$ cat src/rtl/pipe_pkg.sv
// Shared types and default widths for the handshaked pipeline stage.
// The exception bundle layout is carried verbatim; stages never decode it.
package pipe_pkg;

   typedef enum logic [1:0] {
      PS_EMPTY = 2'd0,
      PS_ONE   = 2'd1,
      PS_TWO   = 2'd2
   } pipe_state_e;

   typedef struct packed {
      logic       interrupt;
      logic [7:0] flags;
   } ExceptinPipeType;

   localparam int PIPE_DATA_W = 64;
   localparam int PIPE_EXC_W  = $bits(ExceptinPipeType);
   localparam int PIPE_CNT_W  = 32;

endpackage

$ cat src/rtl/pipe_stall_counter.sv
// Saturating event counter with increment and clear, used for
// back-pressure statistics; holds at all-ones once reached.
module pipe_stall_counter #(
   parameter int CNT_W = 32
) (
   input  logic             clk,
   input  logic             rst,
   input  logic             clr_i,
   input  logic             inc_i,
   output logic [CNT_W-1:0] cnt_o
);

   logic [CNT_W-1:0] cnt_q;
   logic [CNT_W-1:0] cnt_d;

   always_comb begin
      cnt_d = cnt_q;
      if (clr_i) begin
         cnt_d = '0;
      end else if (inc_i && !(&cnt_q)) begin
         cnt_d = cnt_q + {{(CNT_W-1){1'b0}}, 1'b1};
      end
   end

   always_ff @(posedge clk) begin
      if (rst) begin
         cnt_q <= '0;
      end else begin
         cnt_q <= cnt_d;
      end
   end

   assign cnt_o = cnt_q;

endmodule

$ cat src/rtl/pipe_stage_hs.sv
// Valid/ready pipeline register with flush and stall counter.
// Define PIPE_SKID_BUFFER_EN for a two-entry skid buffer with registered in_ready.
module pipe_stage_hs
   import pipe_pkg::*;
#(
   parameter int DATA_W = PIPE_DATA_W,
   parameter int EXC_W  = PIPE_EXC_W,
   parameter int CNT_W  = PIPE_CNT_W
) (
   input  logic              clk,
   input  logic              rst,
   input  logic              flush,
   input  logic              in_valid,
   output logic              in_ready,
   input  logic [DATA_W-1:0] in_data,
   input  logic [EXC_W-1:0]  in_exc,
   output logic              out_valid,
   input  logic              out_ready,
   output logic [DATA_W-1:0] out_data,
   output logic [EXC_W-1:0]  out_exc,
   output logic [CNT_W-1:0]  stall_cnt
);

   pipe_state_e       state_q, state_d;
   logic [DATA_W-1:0] data_q, data_d;
   logic [EXC_W-1:0]  exc_q, exc_d;
   logic              in_fire;
   logic              out_fire;

   assign out_valid = (state_q != PS_EMPTY);
   assign out_fire  = out_valid & out_ready;
   assign in_fire   = in_valid & in_ready;
   assign out_data  = data_q;
   assign out_exc   = exc_q;

`ifdef PIPE_SKID_BUFFER_EN
   logic [DATA_W-1:0] skid_data_q, skid_data_d;
   logic [EXC_W-1:0]  skid_exc_q, skid_exc_d;
   logic              rdy_q;

   assign in_ready = rdy_q;

   always_comb begin
      state_d     = state_q;
      data_d      = data_q;
      exc_d       = exc_q;
      skid_data_d = skid_data_q;
      skid_exc_d  = skid_exc_q;
      unique case (state_q)
         PS_EMPTY: begin
            if (in_fire) begin
               state_d = PS_ONE;
               data_d  = in_data;
               exc_d   = in_exc;
            end
         end
         PS_ONE: begin
            if (in_fire && out_fire) begin
               data_d = in_data;
               exc_d  = in_exc;
            end else if (in_fire) begin
               state_d     = PS_TWO;
               skid_data_d = in_data;
               skid_exc_d  = in_exc;
            end else if (out_fire) begin
               state_d = PS_EMPTY;
            end
         end
         PS_TWO: begin
            if (out_fire) begin
               state_d     = PS_ONE;
               data_d      = skid_data_q;
               exc_d       = skid_exc_q;
               skid_data_d = '0;
               skid_exc_d  = '0;
            end
         end
         default: state_d = PS_EMPTY;
      endcase
      // Flush drops everything, including an entry accepted this cycle
      if (flush) begin
         state_d     = PS_EMPTY;
         data_d      = '0;
         exc_d       = '0;
         skid_data_d = '0;
         skid_exc_d  = '0;
      end
   end

   always_ff @(posedge clk) begin
      if (rst) begin
         state_q     <= PS_EMPTY;
         data_q      <= '0;
         exc_q       <= '0;
         skid_data_q <= '0;
         skid_exc_q  <= '0;
         rdy_q       <= 1'b1;
      end else begin
         state_q     <= state_d;
         data_q      <= data_d;
         exc_q       <= exc_d;
         skid_data_q <= skid_data_d;
         skid_exc_q  <= skid_exc_d;
         rdy_q       <= (state_d != PS_TWO);
      end
   end
`else
   assign in_ready = (!out_valid | out_ready) & !flush;

   always_comb begin
      state_d = state_q;
      data_d  = data_q;
      exc_d   = exc_q;
      if (in_fire) begin
         state_d = PS_ONE;
         data_d  = in_data;
         exc_d   = in_exc;
      end else if (out_fire) begin
         state_d = PS_EMPTY;
      end
      if (flush) begin
         state_d = PS_EMPTY;
         data_d  = '0;
         exc_d   = '0;
      end
   end

   always_ff @(posedge clk) begin
      if (rst) begin
         state_q <= PS_EMPTY;
         data_q  <= '0;
         exc_q   <= '0;
      end else begin
         state_q <= state_d;
         data_q  <= data_d;
         exc_q   <= exc_d;
      end
   end
`endif

   pipe_stall_counter #(
      .CNT_W (CNT_W)
   ) u_stall_cnt (
      .clk   (clk),
      .rst   (rst),
      .clr_i (1'b0),
      .inc_i (out_valid & ~out_ready),
      .cnt_o (stall_cnt)
   );

endmodule

$ cat config.mk
export PLATFORM = sky130hd
export DESIGN_NAME = pipe_stage_hs
export DESIGN_NICKNAME = d
export VERILOG_FILES = /design/src/rtl/pipe_pkg.sv /design/src/rtl/pipe_stall_counter.sv /design/src/rtl/pipe_stage_hs.sv
export SDC_FILE = /design/constraint.sdc
export NUM_CORES = 1
export LEC_CHECK = 0
export CAP_MARGIN = 20
export CORE_ASPECT_RATIO = 0.8
export CORE_UTILIZATION = 42
export CTS_BUF_LIST = sky130_fd_sc_hd__clkbuf_16
export DETAILED_ROUTE_END_ITERATION = 6
export PLACE_DENSITY = 0.8
export REMOVE_ABC_BUFFERS = 1
export SYNTH_ARGS = -nofsm -noshare
export SYNTH_HDL_FRONTEND = slang
export SYNTH_SLANG_ARGS = --single-unit
export TNS_END_PERCENT = 1
$ cat constraint.sdc
create_clock -name clk -period 2.6 [get_ports clk]
set_input_delay 0.52 -clock clk [delete_from_list [all_inputs] [get_ports clk]]
set_output_delay 0.52 -clock clk [all_outputs]
set_load 0.01 [all_outputs]
==> metrics.json, run 1 <==
{
  "synth_top_area_frac": 0.505,
  "routed_wl_microns": 12400,
  "htree_levels": 3,
  "cts_hold_repair.buffers": 0,
  "drt-pass1-iter-count": 4,
  "die-height_microns": 91.5,
  "path_class": "in -> out",
  "final.period_utilization": 0.940,
  "detail_route.iter0.violations": 279,
  "total_cts_buffers": 9,
  "tritoncts": "done",
  "final-hold-violation-count": 0,
  "boundaryPins": 185,
  "setup_viol": 0,
  "synth_cell_type_count": 45,
  "grt_antenna_before_repair": 0,
  "slew_headroom": 0.616,
  "core_area_sq_mm": 0.00969,
  "critPathRequiredTime_ns": 2.08,
  "final_period_minus_worst_setup_slack_ns": 2.45,
  "place_ws_ns": 0.0404,
  "synth_ff_type": "sky130_fd_sc_hd__dfxtp_1",
  "hold_path.class": "reg -> reg",
  "vdd_drop_max_mv": 0.427,
  "crit_path_frequent_cell": "sky130_fd_sc_hd__clkdlybuf4s50_1",
  "asyncSetResetFlopFracSynth": 0,
  "synthCells": 519,
  "routability_cong": 0.885,
  "critical_path.n_buffers_inverters": 2,
  "maxClockFrequency_ghz": 0.409,
  "maxCapViolations": 0,
  "grt_setup_unrepaired": "no",
  "count_of_flip_flops_with_a_built_in_enable_after_synthesis": 0,
  "synthMostInstantiatedCell": "sky130_fd_sc_hd__nand2_1",
  "final.setup_skew_ns": 0.00736,
  "port_buffers": 184,
  "cpMaxStageDelayCell": "sky130_fd_sc_hd__clkdlybuf4s50_1",
  "grt_overflow_total": 0,
  "p_per_area_mw_per_mm2": 524,
  "ctsLongestPathBuffers": 2,
  "synth_sequential_area_ratio": 0.505,
  "clock_insertion_delay_worst_skew_ns": 0.35,
  "initial_cell_density_of_the_core": 0.434,
  "antennaDiodeCount": 0,
  "vias_in_the_first_global_route": 4210,
  "grtUsageTotal": 0.249,
  "layout_cells_sized_above_1": 0.0672,
  "route.detailed.wl_per_inst_microns": 14.9,
  "drc": 0,
  "floorplan.die.width_microns": 114,
  "final_max_slew_viol_count": 0,
  "cts_root_buf": "sky130_fd_sc_hd__clkbuf_16",
  "routed_via_density": 5.16,
  "grt_max_degree": 74,
  "ant_nets": 0,
  "synth_largest_area_cell": "sky130_fd_sc_hd__dfxtp_1",
  "final_nets": 773,
  "dieArea_sq_mm": 0.0104,
  "cts.clk_slew.worst_paths_ns": 0.07,
  "postSynthRegisterBits": 106,
  "post_synth_main_area_contributors": "sky130_fd_sc_hd__dfxtp_1, sky130_fd_sc_hd__nand2_1, sky130_fd_sc_hd__a21oi_1",
  "critical_path.max_fanout": 3,
  "tritoncts_num_sinks": 106,
  "total_leakage_power_nw": 2.19,
  "post_synth_most_frequent_cells": "sky130_fd_sc_hd__nand2_1, sky130_fd_sc_hd__dfxtp_1, sky130_fd_sc_hd__a21oi_1",
  "synth_area_sq_mm": 0.00420,
  "cell_family_with_most_cp_delay": "buffers and inverters",
  "worstSetupEndpointType": "primary output",
  "row_count": 32,
  "worstPathArrival_ns": 1.93,
  "cts_setup_buffers": 0,
  "crit_path_cell_trace": "clkdlybuf4s50_1 > nor2b_1 > nor2_1 > clkdlybuf4s50_1",
  "syn_area_per_cell_sq_um": 8.10,
  "max_stage_delay_ns": 0.60,
  "worst-slew-pin-transition_ns": 0.571,
  "place.detailed.hpwl_microns": 8880,
  "area_growth_syn_to_layout_pct": 55.5,
  "cts-resized-gates": 0,
  "post_route_setup_slack_ns": 0.155,
  "final.setup.tns_ns": 0,
  "dr_total_vias": 4307,
  "grt_pass1_wl_microns": 20500,
  "synth_warnings": 0,
  "run_status": "finished clean",
  "worstSetupStartpointType": "input pin",
  "design_power_total_mw": 3.43
}
report_power, final:
part / switching (mW) / leakage (nW) / internal [mW] / total [mW]
clock: 0.607 / 0.151 / 0.842 / 1.45
sequential: 0.0142 / 0.857 / 1.65 / 1.66
combinational: 0.134 / 1.18 / 0.180 / 0.314
total: 0.755 / 2.19 / 2.67 / 3.43
layer usage:
metal | part of all wire | global-route usage | wire length, microns
met1 | 0.42 | 0.294 | 5170
met2 | 0.47 | 0.407 | 5840
met3 | 0.096 | 0.103 | 1190
met4 | 0.018 | 0.0855 | 221
met5 | 0 | 0 | 0
final cells by class:
class | instances | area, sq um
clock buffers | 9 | 225
clock inverters | 7 | 93.8
flip-flops and latches | 106 | 2120
inverters | 5 | 18.8
multi-input cells | 376 | 1930
fillers | 808 | 3160
repair buffers | 196 | 1970
well taps | 136 | 170
cells in the final DEF (no fill, tap or decap), drive strengths merged, types with 2 or more instances in the layout:
master and instances:
clkbuf 9, dfxtp 106, o21ai 10, a21oi 91, nand3 6, or2 4, buf 12, clkdlybuf4s50 184
mux2 3, bufinv 2, inv 5, xnor2 6, nor3 2, or4 11, clkinvlp 2, nand4 12
nor2b 5, o31ai 5, nand2 159, and2 2, nor2 21, nand2b 2, a31o 2, nor4 8
xor2 4, and3 3, clkinv 3, or3 8
worst register-to-register path, stage by stage (launching register included):
cell	delay (ns)
sky130_fd_sc_hd__dfxtp_1	0.48
sky130_fd_sc_hd__nand4_1	0.36
sky130_fd_sc_hd__nor4_4	0.66
sky130_fd_sc_hd__and2_0	0.37
sky130_fd_sc_hd__nor4_1	0.09
sky130_fd_sc_hd__mux2_2	0.28
flip-flops by register name, indices dropped and copies added (netlist names):
register,count
out_data,64
out_exc,9
state_q,1
u_stall_cnt.cnt_o,32
kinds of logic after synthesis:
group / share of synthesized area
compound gates: 0.151
xor+xnor: 0.0208
fa+ha+maj: 0.00298
buf+inv: 0.0357
flops: 0.505
mux: 0.00804
simple gates: 0.276
worst paths after layout:
path	from	to	slack, ns	depth (start not counted)
setup / recovery	out_ready	in_ready	0.15	4
hold reg to reg	out_data[60]	out_data[60]	0.45	2
hold / removal	out_data[60]	out_data[60]	0.45	2
setup reg to reg	u_stall_cnt.cnt_o[19]	u_stall_cnt.cnt_o[9]	0.24	5
per-stage QoR:
stage | cell area [sq um] | util | instances | hold slack, ns
after floorplan | 4070 | - | 487 | 0.481
after global placement | 6210 | 0.641 | 819 | 0.442
after detailed placement | 6210 | 0.641 | 819 | 0.447
after CTS | 6530 | 0.674 | 835 | 0.455
after global routing | 6530 | 0.674 | 835 | 0.470
final | 6530 | 0.674 | 835 | 0.452
(Power assumes the default switching activity.)
==> run 2: changes to the inputs <==
--- a/config.mk
+++ b/config.mk
@@ -10,7 +10,8 @@
 export CORE_UTILIZATION = 42
 export CTS_BUF_LIST = sky130_fd_sc_hd__clkbuf_16
 export DETAILED_ROUTE_END_ITERATION = 6
-export PLACE_DENSITY = 0.8
+export HOLD_SLACK_MARGIN = 0.02
+export PLACE_DENSITY = 0.83
 export REMOVE_ABC_BUFFERS = 1
 export SYNTH_ARGS = -nofsm -noshare
 export SYNTH_HDL_FRONTEND = slang
==> metrics.json, run 2 (same netlist as run 1, synthesis figures left out) <==
{
  "floorplan.die.width": {"value": 114, "unit": "microns", "change": "unchanged"},
  "cts-resized-gates": {"value": 0, "change": "unchanged"},
  "slew_headroom": {"value": 0.750, "change": "+0.134"},
  "design_power_total": {"value": 3.30, "unit": "mW", "change": "-3.6%"},
  "vias_in_the_first_global_route": {"value": 4338, "change": "+3.0%"},
  "worstSetupEndpointType": "primary output",
  "routability_cong": {"value": 0.903, "change": "+2.0%"},
  "wl_met3": {"value": 1050, "unit": "microns", "change": "-12%"},
  "grt_overflow_total": {"value": 0, "change": "unchanged"},
  "clock_insertion_delay_worst_skew": {"value": 0.34, "unit": "ns", "change": "about the same"},
  "layout_cells_sized_above_1": {"value": 0.0682, "change": "+0.000943"},
  "row_count": {"value": 32, "change": "unchanged"},
  "tritoncts_num_sinks": {"value": 106, "change": "unchanged"},
  "origin_of_the_critical_flop_to_flop_path": "u_stall_cnt.cnt_o[9]",
  "htree_levels": {"value": 3, "change": "unchanged"},
  "ctsLongestPathBuffers": {"value": 2, "change": "unchanged"},
  "final_nets": {"value": 778, "change": "+0.65%"},
  "cts_setup_buffers": {"value": 0, "change": "unchanged"},
  "antennaDiodeCount": {"value": 0, "change": "unchanged"},
  "die-height": {"value": 91.5, "unit": "microns", "change": "unchanged"},
  "boundaryPins": {"value": 185, "change": "unchanged"},
  "critical_path.max_fanout": {"value": 3, "change": "unchanged"},
  "drc": {"value": 0, "change": "unchanged"},
  "path_class": "in -> out",
  "grt_pass1_wl": {"value": 20800, "unit": "microns", "change": "+1.5%"},
  "layout.area.seq": {"value": 0.00212, "unit": "sq mm", "change": "unchanged"},
  "worstSetupStartpointType": "input pin",
  "area_growth_syn_to_layout": {"value": 55.6, "unit": "%", "change": "about the same"},
  "run_status": "finished clean",
  "final.setup.tns": {"value": 0, "unit": "ns", "change": "unchanged"},
  "setup_viol": {"value": 0, "change": "unchanged"},
  "dr_total_vias": {"value": 4304, "change": "-0.070%"},
  "drt-pass1-iter-count": {"value": 4, "change": "unchanged"},
  "route.detailed.wl_per_inst": {"value": 14.8, "unit": "microns", "change": "-0.25%"},
  "port_buffers": {"value": 184, "change": "unchanged"},
  "total_cts_buffers": {"value": 9, "change": "unchanged"},
  "core_area": {"value": 0.00969, "unit": "sq mm", "change": "unchanged"},
  "vdd_drop_max": {"value": 0.497, "unit": "mV", "change": "+16%"},
  "grtUsageTotal": {"value": 0.250, "change": "+0.00118"},
  "grt_setup_unrepaired": "no",
  "layout_commonest_cell": "sky130_fd_sc_hd__clkdlybuf4s50_1",
  "routed_wl": {"value": 12500, "unit": "microns", "change": "+0.35%"},
  "cts_hold_repair.buffers": {"value": 0, "change": "unchanged"},
  "hp-start": "out_data[3]",
  "grt_max_degree": {"value": 65, "change": "-12%"},
  "place.detailed.hpwl": {"value": 9080, "unit": "microns", "change": "+2.2%"},
  "layout_common_cells": "sky130_fd_sc_hd__clkdlybuf4s50_1, sky130_fd_sc_hd__nand2_1, sky130_fd_sc_hd__dfxtp_1",
  "final_period_minus_worst_setup_slack": {"value": 2.43, "unit": "ns", "change": "-0.0124 ns"},
  "tritoncts": "done",
  "critPathLaunch": "out_ready",
  "p_per_area": {"value": 505, "unit": "mW/mm^2", "change": "-3.7%"},
  "cts_root_buf": "sky130_fd_sc_hd__clkbuf_16",
  "critPathRequiredTime": {"value": 2.08, "unit": "ns", "change": "about the same"},
  "dp.cells": {"value": 824, "change": "+0.61%"},
  "largest_register_ff_count": {"value": 64, "change": "unchanged"},
  "count_of_fill_cells_added_during_filler_insertion": {"value": 783, "change": "-3.1%"},
  "worstPathArrival": {"value": 1.91, "unit": "ns", "change": "-0.02 ns"},
  "maxClockFrequency": {"value": 0.411, "unit": "GHz", "change": "+0.51%"},
  "worst-slew-pin-transition": {"value": 0.372, "unit": "ns", "change": "-0.199 ns"},
  "final.setup_skew": {"value": 0.00498, "unit": "ns", "change": "-0.00238 ns"},
  "total_leakage_power": {"value": 2.21, "unit": "nW", "change": "+1.0%"},
  "ant_nets": {"value": 0, "change": "unchanged"},
  "wl_met2": {"value": 6040, "unit": "microns", "change": "+3.5%"},
  "hold_path.class": "reg -> reg",
  "routed_via_density": {"value": 5.12, "change": "-0.66%"},
  "dieArea": {"value": 0.0104, "unit": "sq mm", "change": "unchanged"},
  "final-hold-violation-count": {"value": 0, "change": "unchanged"},
  "drt-met1-wl": {"value": 5170, "unit": "microns", "change": "about the same"},
  "detail_route.iter0.violations": {"value": 258, "change": "-7.5%"},
  "footprint_of_the_multi_input_gates": {"value": 0.00193, "unit": "sq mm", "change": "unchanged"},
  "dr.max_layer_used": "met4",
  "cts.clk_slew.worst_paths": {"value": 0.07, "unit": "ns", "change": "about the same"},
  "initial_cell_density_of_the_core": {"value": 0.434, "change": "unchanged"},
  "grt_antenna_before_repair": {"value": 0, "change": "unchanged"},
  "final-instance-count-excl-fill": {"value": 840, "change": "+0.60%"},
  "final.period_utilization": {"value": 0.936, "change": "-0.00478"},
  "final_max_slew_viol_count": {"value": 0, "change": "unchanged"},
  "maxCapViolations": {"value": 0, "change": "unchanged"}
}
==> run 2: stage by stage <==
step	setup WS, ns	area, sq um	utilization	hold WS, ns
after floorplan	0.154	4070	-	0.481
after global placement	0.0750	6250	0.645	0.441
after detailed placement	0.0409	6250	0.645	0.446
after CTS	0.184	6540	0.675	0.455
after global routing	0.0845	6540	0.675	0.473
final	0.167	6540	0.675	0.453
==> run 2: metal layers <==
layer  up-vias  track usage
met5         -            0
met4         0       0.0747
met3        20       0.0901
met2       164        0.421
met1      2001        0.298
li1       2119            -
==> run 2: final timing paths <==
path / endpoint / slack, ns / cells past startpoint
setup / recovery: in_ready / 0.17 / 4
hold / removal: out_data[3] / 0.45 / 2
setup reg to reg: u_stall_cnt.cnt_o[22] / 0.30 / 5
hold reg to reg: out_data[3] / 0.45 / 2
==> run 2: area by class of cell <==
class,count,area share
Sequential cell,106,0.324
Tap cell,136,0.0260
Clock inverter,7,0.00957
Inverter,5,0.00287
Multi-Input combinational cell,376,0.296
Clock buffer,9,0.0344
Timing Repair Buffer,201,0.307
==> run 2: power breakdown <==
group          switching [mW]  internal, mW
clock                   0.583         0.737
sequential             0.0144          1.65
combinational           0.135         0.183
==> run 2: worst max-delay path, stage by stage <==
cell and delay [ns]:
sky130_fd_sc_hd__clkdlybuf4s50_1 0.51, sky130_fd_sc_hd__nor2b_1 0.09, sky130_fd_sc_hd__nor2_1 0.19, sky130_fd_sc_hd__clkdlybuf4s50_1 0.59
